<file path="config.mk">
export PLATFORM = sky130hd
export DESIGN_NAME = spi_slave
export DESIGN_NICKNAME = d
export VERILOG_FILES = /design/src/rtl/spi_slave.sv
export SDC_FILE = /design/constraint.sdc
export NUM_CORES = 1
export LEC_CHECK = 0
export BUFFER_PORTS_ARGS = -buffer_cell sky130_fd_sc_hd__buf_2
export CORE_MARGIN = 3
export CORE_UTILIZATION = 43
export CTS_CLUSTER_DIAMETER = 100
export DETAILED_ROUTE_END_ITERATION = 12
export GPL_TIMING_DRIVEN = 0
export PLACE_DENSITY = 0.67
export SYNTH_ARGS = -nofsm -noshare
export SYNTH_HDL_FRONTEND = slang
export SYNTH_SLANG_ARGS = --single-unit
</file>
<file path="constraint.sdc">
create_clock -name clk -period 4.3 [get_ports clk]
set_input_delay 0.645 -clock clk [delete_from_list [all_inputs] [get_ports clk]]
set_output_delay 0.645 -clock clk [all_outputs]
set_load 0.05 [all_outputs]
</file>
<file path="src/rtl/spi_slave.sv">
// SPI slave: 2-flop synchronized sclk/cs/mosi, mode 0/1 phase select,
// single TX holding register and back-to-back frame support.
module spi_slave #(
   parameter int DATA_W = 8
) (
   input  logic              clk,
   input  logic              rst_n,
   input  logic              sclk,
   input  logic              cs,
   input  logic              mosi,
   input  logic              mode,
   output logic              miso,
   input  logic [DATA_W-1:0] tx_data,
   input  logic              tx_load,
   output logic              tx_ready,
   output logic [DATA_W-1:0] rx_data,
   output logic              rx_valid,
   output logic              busy
);

   localparam int CW = $clog2(DATA_W + 1);
   localparam logic [0:0] IDLE = 1'b0;
   localparam logic [0:0] XFER = 1'b1;

   logic [0:0]        state;
   logic              mode_r;
   logic [CW-1:0]     bit_cnt;
   logic [DATA_W-1:0] shift_tx;
   logic [DATA_W-1:0] shift_rx;
   logic [DATA_W-1:0] hold;
   logic              cs_s1, cs_s2, cs_prev;
   logic              sclk_s1, sclk_s2, sclk_prev;
   logic              mosi_s1, mosi_s2;

   logic              cs_fall, cs_rise;
   logic              sclk_rise, sclk_fall;
   logic              sample_edge, shift_edge;
   logic              last_bit, reload, load_ok;
   logic [DATA_W-1:0] tx_next;
   logic [DATA_W-1:0] rx_next;

   assign cs_fall     = cs_prev & ~cs_s2;
   assign cs_rise     = ~cs_prev & cs_s2;
   assign sclk_rise   = ~sclk_prev & sclk_s2;
   assign sclk_fall   = sclk_prev & ~sclk_s2;
   assign sample_edge = mode_r ? sclk_fall : sclk_rise;
   assign shift_edge  = mode_r ? sclk_rise : sclk_fall;
   assign last_bit    = bit_cnt == CW'(DATA_W - 1);
   assign reload      = (state == IDLE && cs_fall) ||
                        (state == XFER && !cs_rise &&
                         sample_edge && last_bit);
   assign load_ok     = tx_load && (tx_ready || reload);
   assign tx_next     = tx_ready ? '0 : hold;
   assign rx_next     = {shift_rx[DATA_W-2:0], mosi_s2};
   assign busy        = state == XFER;

   // Two-flop synchronizers plus previous-value flops for edge detect
   always_ff @(posedge clk or negedge rst_n) begin
      if (!rst_n) begin
         cs_s1     <= 1'b1;
         cs_s2     <= 1'b1;
         cs_prev   <= 1'b1;
         sclk_s1   <= 1'b0;
         sclk_s2   <= 1'b0;
         sclk_prev <= 1'b0;
         mosi_s1   <= 1'b0;
         mosi_s2   <= 1'b0;
      end else begin
         cs_s1     <= cs;
         cs_s2     <= cs_s1;
         cs_prev   <= cs_s2;
         sclk_s1   <= sclk;
         sclk_s2   <= sclk_s1;
         sclk_prev <= sclk_s2;
         mosi_s1   <= mosi;
         mosi_s2   <= mosi_s1;
      end
   end

   // TX holding register: a reload empties it before a same-cycle capture
   always_ff @(posedge clk or negedge rst_n) begin
      if (!rst_n) begin
         hold     <= '0;
         tx_ready <= 1'b1;
      end else if (load_ok) begin
         hold     <= tx_data;
         tx_ready <= 1'b0;
      end else if (reload) begin
         tx_ready <= 1'b1;
      end
   end

   // Frame FSM: bit counting, shift registers, miso and rx hand-off
   always_ff @(posedge clk or negedge rst_n) begin
      if (!rst_n) begin
         state    <= IDLE;
         mode_r   <= 1'b0;
         bit_cnt  <= '0;
         shift_tx <= '0;
         shift_rx <= '0;
         miso     <= 1'b0;
         rx_data  <= '0;
         rx_valid <= 1'b0;
      end else begin
         rx_valid <= 1'b0;
         case (state)
            IDLE: begin
               miso <= 1'b0;
               if (cs_fall) begin
                  state   <= XFER;
                  mode_r  <= mode;
                  bit_cnt <= '0;
                  if (!mode) begin
                     miso     <= tx_next[DATA_W-1];
                     shift_tx <= tx_next << 1;
                  end else begin
                     shift_tx <= tx_next;
                  end
               end
            end
            default: begin
               if (cs_rise) begin
                  state   <= IDLE;
                  bit_cnt <= '0;
                  miso    <= 1'b0;
               end else if (sample_edge) begin
                  shift_rx <= rx_next;
                  if (last_bit) begin
                     rx_data  <= rx_next;
                     rx_valid <= 1'b1;
                     bit_cnt  <= '0;
                     if (!mode_r) begin
                        miso     <= tx_next[DATA_W-1];
                        shift_tx <= tx_next << 1;
                     end else begin
                        shift_tx <= tx_next;
                     end
                  end else begin
                     bit_cnt <= bit_cnt + 1'b1;
                  end
               end else if (shift_edge && (mode_r || bit_cnt != '0)) begin
                  miso     <= shift_tx[DATA_W-1];
                  shift_tx <= shift_tx << 1;
               end
            end
         endcase
      end
   end

endmodule

</file>
==> After elaboration in Yosys (flattened, before gate mapping) <==
Index checks and enable logic that the tools add are counted.
{ "word_totals": {"reg_bits": 48, "latchBits": 0, "ramBits": 0, "mem_bits_ro": 0, "in_bits": 15, "out_inout_bits": 12, "memories": 0} }
{ "op_classes": {"n_addsub": 1, "n_mul": 0, "div": 0, "order_cmp": 0, "n_eq_ne": 8, "n_shift": 0, "n_mux": 33, "bitwise_logic": 10, "n_reduce_logical": 19} }
{ "op_table": {"columns": ["operator", "count"], "rows": [
  ["$mux 8", 9],
  ["$mux 4", 5],
  ["$mux 1", 19],
  ["$reduce_and 4->1", 2],
  ["$logic_and 1x1->1", 6],
  ["$ne 3x1->1 const B", 2],
  ["$not 1->1", 6],
  ["$reduce_and 3->1", 2],
  ["$add 4x1->4 const B", 1],
  ["$and 1x1->1", 4],
  ["$eq 4x3->1 const B", 1],
  ["$ne 4x1->1 const B", 1],
  ["$ne 4x3->1 const B", 1],
  ["$ne 4x4->1 const B", 1],
  ["$reduce_and 2->1", 2],
  ["$reduce_bool 2->1", 2],
  ["$reduce_bool 4->1", 1],
  ["$logic_or 1x1->1", 3],
  ["$ne 3x2->1 const B", 1],
  ["$ne 2x2->1 const B", 1],
  ["$logic_not 1->1", 1]
]} }

==> Longest topological paths before layout <==
{ "logic_depth": {"ltp_word": 10, "ltp_mapped": 6, "ltp_nobuf": 6} }

==> Worst setup path after synthesis <==
No wires, ideal clock.
{ "synth_timing": {"path_type": "register to register", "start": "reg state (netlist: busy)", "end": "reg shift_tx[0]", "arrival_ns": 1.667, "required_time_ns": 4.173, "setup_slack_ns": 2.506, "stages_incl_launch_ff": 6, "path_buffers": 1, "period_less_slack_ns": 1.794, "path_cell_list": "dfrtp_1 buf_2 nand2_1 o21ai_1 o311ai_4 mux2_1"} }
{ "synth_via": {"elab_chain_len": 2, "elab_cells_between_ends": 6, "classes_between": "eq/ne (3); mux (1); reduce/logical (2)"} }
{ "synth_rtl": {"columns": ["element", "line_no", "rtl"], "rows": [
  ["from (decl)", "25", "logic [0:0] state;"],
  ["from (signal assigned)", "96", "state <= IDLE;"],
  ["from (signal assigned)", "110", "state <= XFER;"],
  ["from (signal assigned)", "123", "state <= IDLE;"],
  ["$ne 3x2->1 (no source line) (tied with other cells)", null, null],
  ["$reduce_and 4->1 (no source line)", null, null],
  ["to (signal assigned)", "115", "shift_tx <= tx_next << 1;"],
  ["to (signal assigned)", "117", "shift_tx <= tx_next;"],
  ["to (signal assigned)", "134", "shift_tx <= tx_next << 1;"],
  ["to (decl)", "28", "logic [DATA_W-1:0] shift_tx;"]
]} }
Parallel ways exist; a longest one is shown, timed or not.
A chain may end at the register's enable or synchronous reset.

==> Final worst setup path <==
{ "layout_timing": {"start": "reg bit_cnt[0]", "end": "reg shift_tx[0]"} }
{ "layout_via": {"elab_chain_len": 5, "elab_cells_between_ends": 7, "classes_between": "eq/ne (3); reduce/logical (4)"} }
{ "layout_rtl": {"columns": ["element", "line_no", "rtl"], "rows": [
  ["from (decl)", "27", "logic [CW-1:0] bit_cnt;"],
  ["from (signal assigned)", "139", "bit_cnt <= bit_cnt + 1'b1;"],
  ["$reduce_bool 4->1", "141", "end else if (shift_edge && (mode_r || bit_cnt != '0)) begin"],
  ["$logic_or 1x1->1", "141", null],
  ["$logic_and 1x1->1", "141", null],
  ["$ne 3x1->1 (no source line)", null, null],
  ["$reduce_and 4->1 (no source line) *", null, null],
  ["to (signal assigned)", "134", null],
  ["to (signal assigned)", "136", "shift_tx <= tx_next;"],
  ["to (signal assigned)", "143", "shift_tx <= shift_tx << 1;"]
]} }
Every way passes the cells marked *; elsewhere a longest branch is shown, timed or not.

==> impl_metrics.py <==
metrics = {
    "run_status": {
        "run_status": "completed",
    },
    "critical_path": {
        "crit_path_max_fanout": 8,
        "startpoint_type": "flop",
        "critPathKind": "reg2reg",
        "cp-end-kind": "flop",
        "critPathLaunch": "bit_cnt[0]",
        "cp_data_arrival_time_ps": 2160,
        "worstPathRequired_ps": 4480,
        "r2r_start": "bit_cnt[0]",
    },
    "pwr": {
        "p_leak_nw": 1.33,
        "ir_drop_v": 0.000261,
        "power_frac_seq": 0.488,
        "pwr-share-clk": 0.291,
        "internal-power_mw": 0.935,
        "power_mw": 1.31,
        "p_comb_frac": 0.221,
        "swShare": 0.284,
        "p_sw_mw": 0.371,
        "power_density_nw_per_um2": 482,
    },
    "cts": {
        "post-cts-setup-buffer-count": 0,
        "clkTransAtPathRegs_ps": 80,
        "post_cts_resized": 0,
        "cts_max_path_buffers": 2,
        "worstSkewPairLatency_ps": 300,
        "cts_inserted_buffers": 5,
        "clock_sinks": 48,
        "htree_levels": 2,
        "cts_root_buf": "clkbuf_8",
        "ctsHoldBuffers": 0,
        "cts_tree": "yes",
    },
    "placed_design": {
        "dpl_cell_area_um2": 2580,
        "dp_slack_ps": 2310,
        "globalplace.congestion": 0.793,
        "dpl.cell_count": 283,
        "dpl.hpwl_um": 3070,
        "io_buffer_count": 26,
    },
    "global_route": {
        "track_usage": 0.158,
        "first_global_vias": 1598,
        "grt_max_degree": 49,
        "grt_first_pass_wirelength_um": 7870,
        "grt.overflow.total": 0,
        "antenna_found_initial": 0,
    },
    "worst_hold_path": {
        "hp-start": "sclk_s1",
        "min_path_type": "reg2reg",
    },
    "yosys": {
        "ys.flop_type": "dfrtp_1",
        "ys_seq_area_frac": 0.511,
        "synth-seq-cells": 48,
        "async_reset_ff_frac": 1.00,
        "synth_area_um2": 2360,
        "synthCells": 187,
        "avgSynthCellArea_um2": 12.6,
        "synthesis.nets": 204,
        "synth_cell_types": 50,
        "synth_edf_count": 0,
        "synth_warnings": 0,
    },
    "timing": {
        "finalMaxSlewViolations": 0,
        "layout_setup_ws_ps": 2330,
        "totalNegativeSetupSlack_ps": 0,
        "rsz0062_at_grt": "false",
        "worst_hold_slack_ps": 355,
        "worst_pin_slew_ps": 1020,
        "hold_viol": 0,
        "relSlewSlack": 0.322,
        "setup_violations": 0,
        "max_clock_freq_ghz": 0.507,
        "period_share": 0.459,
        "skew_ps": 9.55,
        "period_needed_ps": 1970,
    },
    "run": {
        "drv_cap": 0,
    },
    "finish": {
        "area_growth_pct": 14.8,
        "drive_above_1_share": 0.317,
        "fin_cells": 291,
        "final_area_um2": 2710,
        "antenna_cells": 0,
        "final_nets": 237,
        "final_util": 0.521,
    },
    "routing": {
        "vias": 1610,
        "dr.pass1.iters": 4,
        "drc_errors": 0,
        "wirelength_um": 4490,
        "ant_nets": 0,
        "vias_per_cell": 5.53,
        "drt_first_iter_violations": 105,
        "wl_per_cell_um": 15.4,
    },
    "floorplan": {
        "rows": 26,
        "initial_core_util": 0.454,
        "die_h_um": 80.1,
        "die-width_um": 80.1,
        "fp.dieArea_um2": 6420,
        "ios": 27,
        "core-area_um2": 5200,
    },
}
## cells in the mapped netlist, drive strengths merged, types with 2 or more instances
cell type | n | area, um^2
a2111oi | 7 | 61.3
a211o | 8 | 70.1
a211oi | 2 | 15.0
a21o | 2 | 15.0
a21oi | 5 | 28.8
a22oi | 7 | 52.6
and3b | 2 | 18.8
buf | 7 | 41.3
clkbuf | 2 | 7.51
dfrtp | 44 | 1100
dfstp | 4 | 105
ha | 2 | 25.0
inv | 6 | 22.5
mux2 | 25 | 312
mux2i | 8 | 80.1
nand2 | 3 | 11.3
nand2b | 3 | 18.8
nand3 | 9 | 45.0
nand3b | 2 | 15.0
nor2 | 11 | 41.3
nor3 | 2 | 10.0
nor3b | 3 | 32.5
nor4b | 2 | 38.8
o211ai | 2 | 20.0
o21ai | 2 | 10.0
or3 | 2 | 12.5
## final timing paths
path | to | slack, ps | cells past startpoint
worst max-delay path | shift_tx[0] | 2330 | 6
worst min register to register | sclk_s2 | 350 | 0
min in group asynchronous | shift_tx[7] | 500 | 1
worst min-delay path | sclk_s2 | 350 | 0
max in group asynchronous | shift_rx[1] | 3160 | 1
worst max register to register | shift_tx[0] | 2330 | 6
## per-layer routing
metal  vias to the layer above  global-route usage  routed length [um]
met5                         -                   0                   0
met4                         0              0.0625                  76
met3                         6              0.0426                 240
met2                        37               0.235                2010
met1                       785               0.219                2160
li1                        782                   -                   -
## cells in the final DEF (no fill, tap or decap), types with 2 or more instances in the layout
cell type,netlist,final
a2111oi_0,7,7
a211o_1,8,8
a211oi_1,2,2
a21o_1,2,2
a21oi_1,4,4
a22oi_1,7,7
buf_2,6,32
bufinv_16,0,2
clkbuf_1,2,3
clkbuf_8,0,5
dfrtp_1,44,44
dfstp_2,4,4
ha_1,2,2
inv_1,6,6
mux2_1,9,9
mux2_2,8,8
mux2_4,8,8
mux2i_1,8,8
nand2_1,3,3
nand2b_1,3,3
nand3_1,9,9
nand3b_1,2,2
nor2_1,11,11
nor3_1,2,2
nor3b_2,2,2
or3_1,2,2
## critical path, cell delays in order (launching register included)
cell      delay, ps
dfrtp_1         430
inv_1            80
ha_1            130
nor4b_2         280
nor2_1          120
o311ai_4        440
mux2_1          380
## state kept, by name, indices dropped and copies added, names as in the netlist, 4 cells and up
| name | flops |
|---|---|
| shift_rx | 7 |
| shift_tx | 8 |
| hold | 8 |
| bit_cnt | 4 |
| rx_data | 8 |
## kinds of logic (layout without fill, tap and decap cells)
group	count (synthesis)	count (layout)	synth area share
DFF	48	48	0.511
muxes	33	33	0.166
buffers and inverters	15	49	0.0302
adders and majority gates	2	2	0.0106
AOI/OAI and AO/OA	43	43	0.153
and+or+nand+nor	46	46	0.129
## cell type report
cell class,count,area (um^2)
inverter,6,22.5
tap,70,87.6
timing repair buffer,26,130
clock inverter,2,60.1
sequential,48,1210
fill,469,2490
multi-input combinational,124,1080
buffer,9,48.8
clock buffer,6,72.6
## power groups by stage
stage	clock, mW	sequential [mW]	combinational (mW)
finish	0.380	0.637	0.289
global route	0.409	0.654	0.324
CTS	0.390	0.636	0.292
detailed placement	0	0.644	0.291
global placement	0	0.642	0.284
floorplan	0	0.630	0.221
Note: power is estimated with default switching activity, not from simulation.
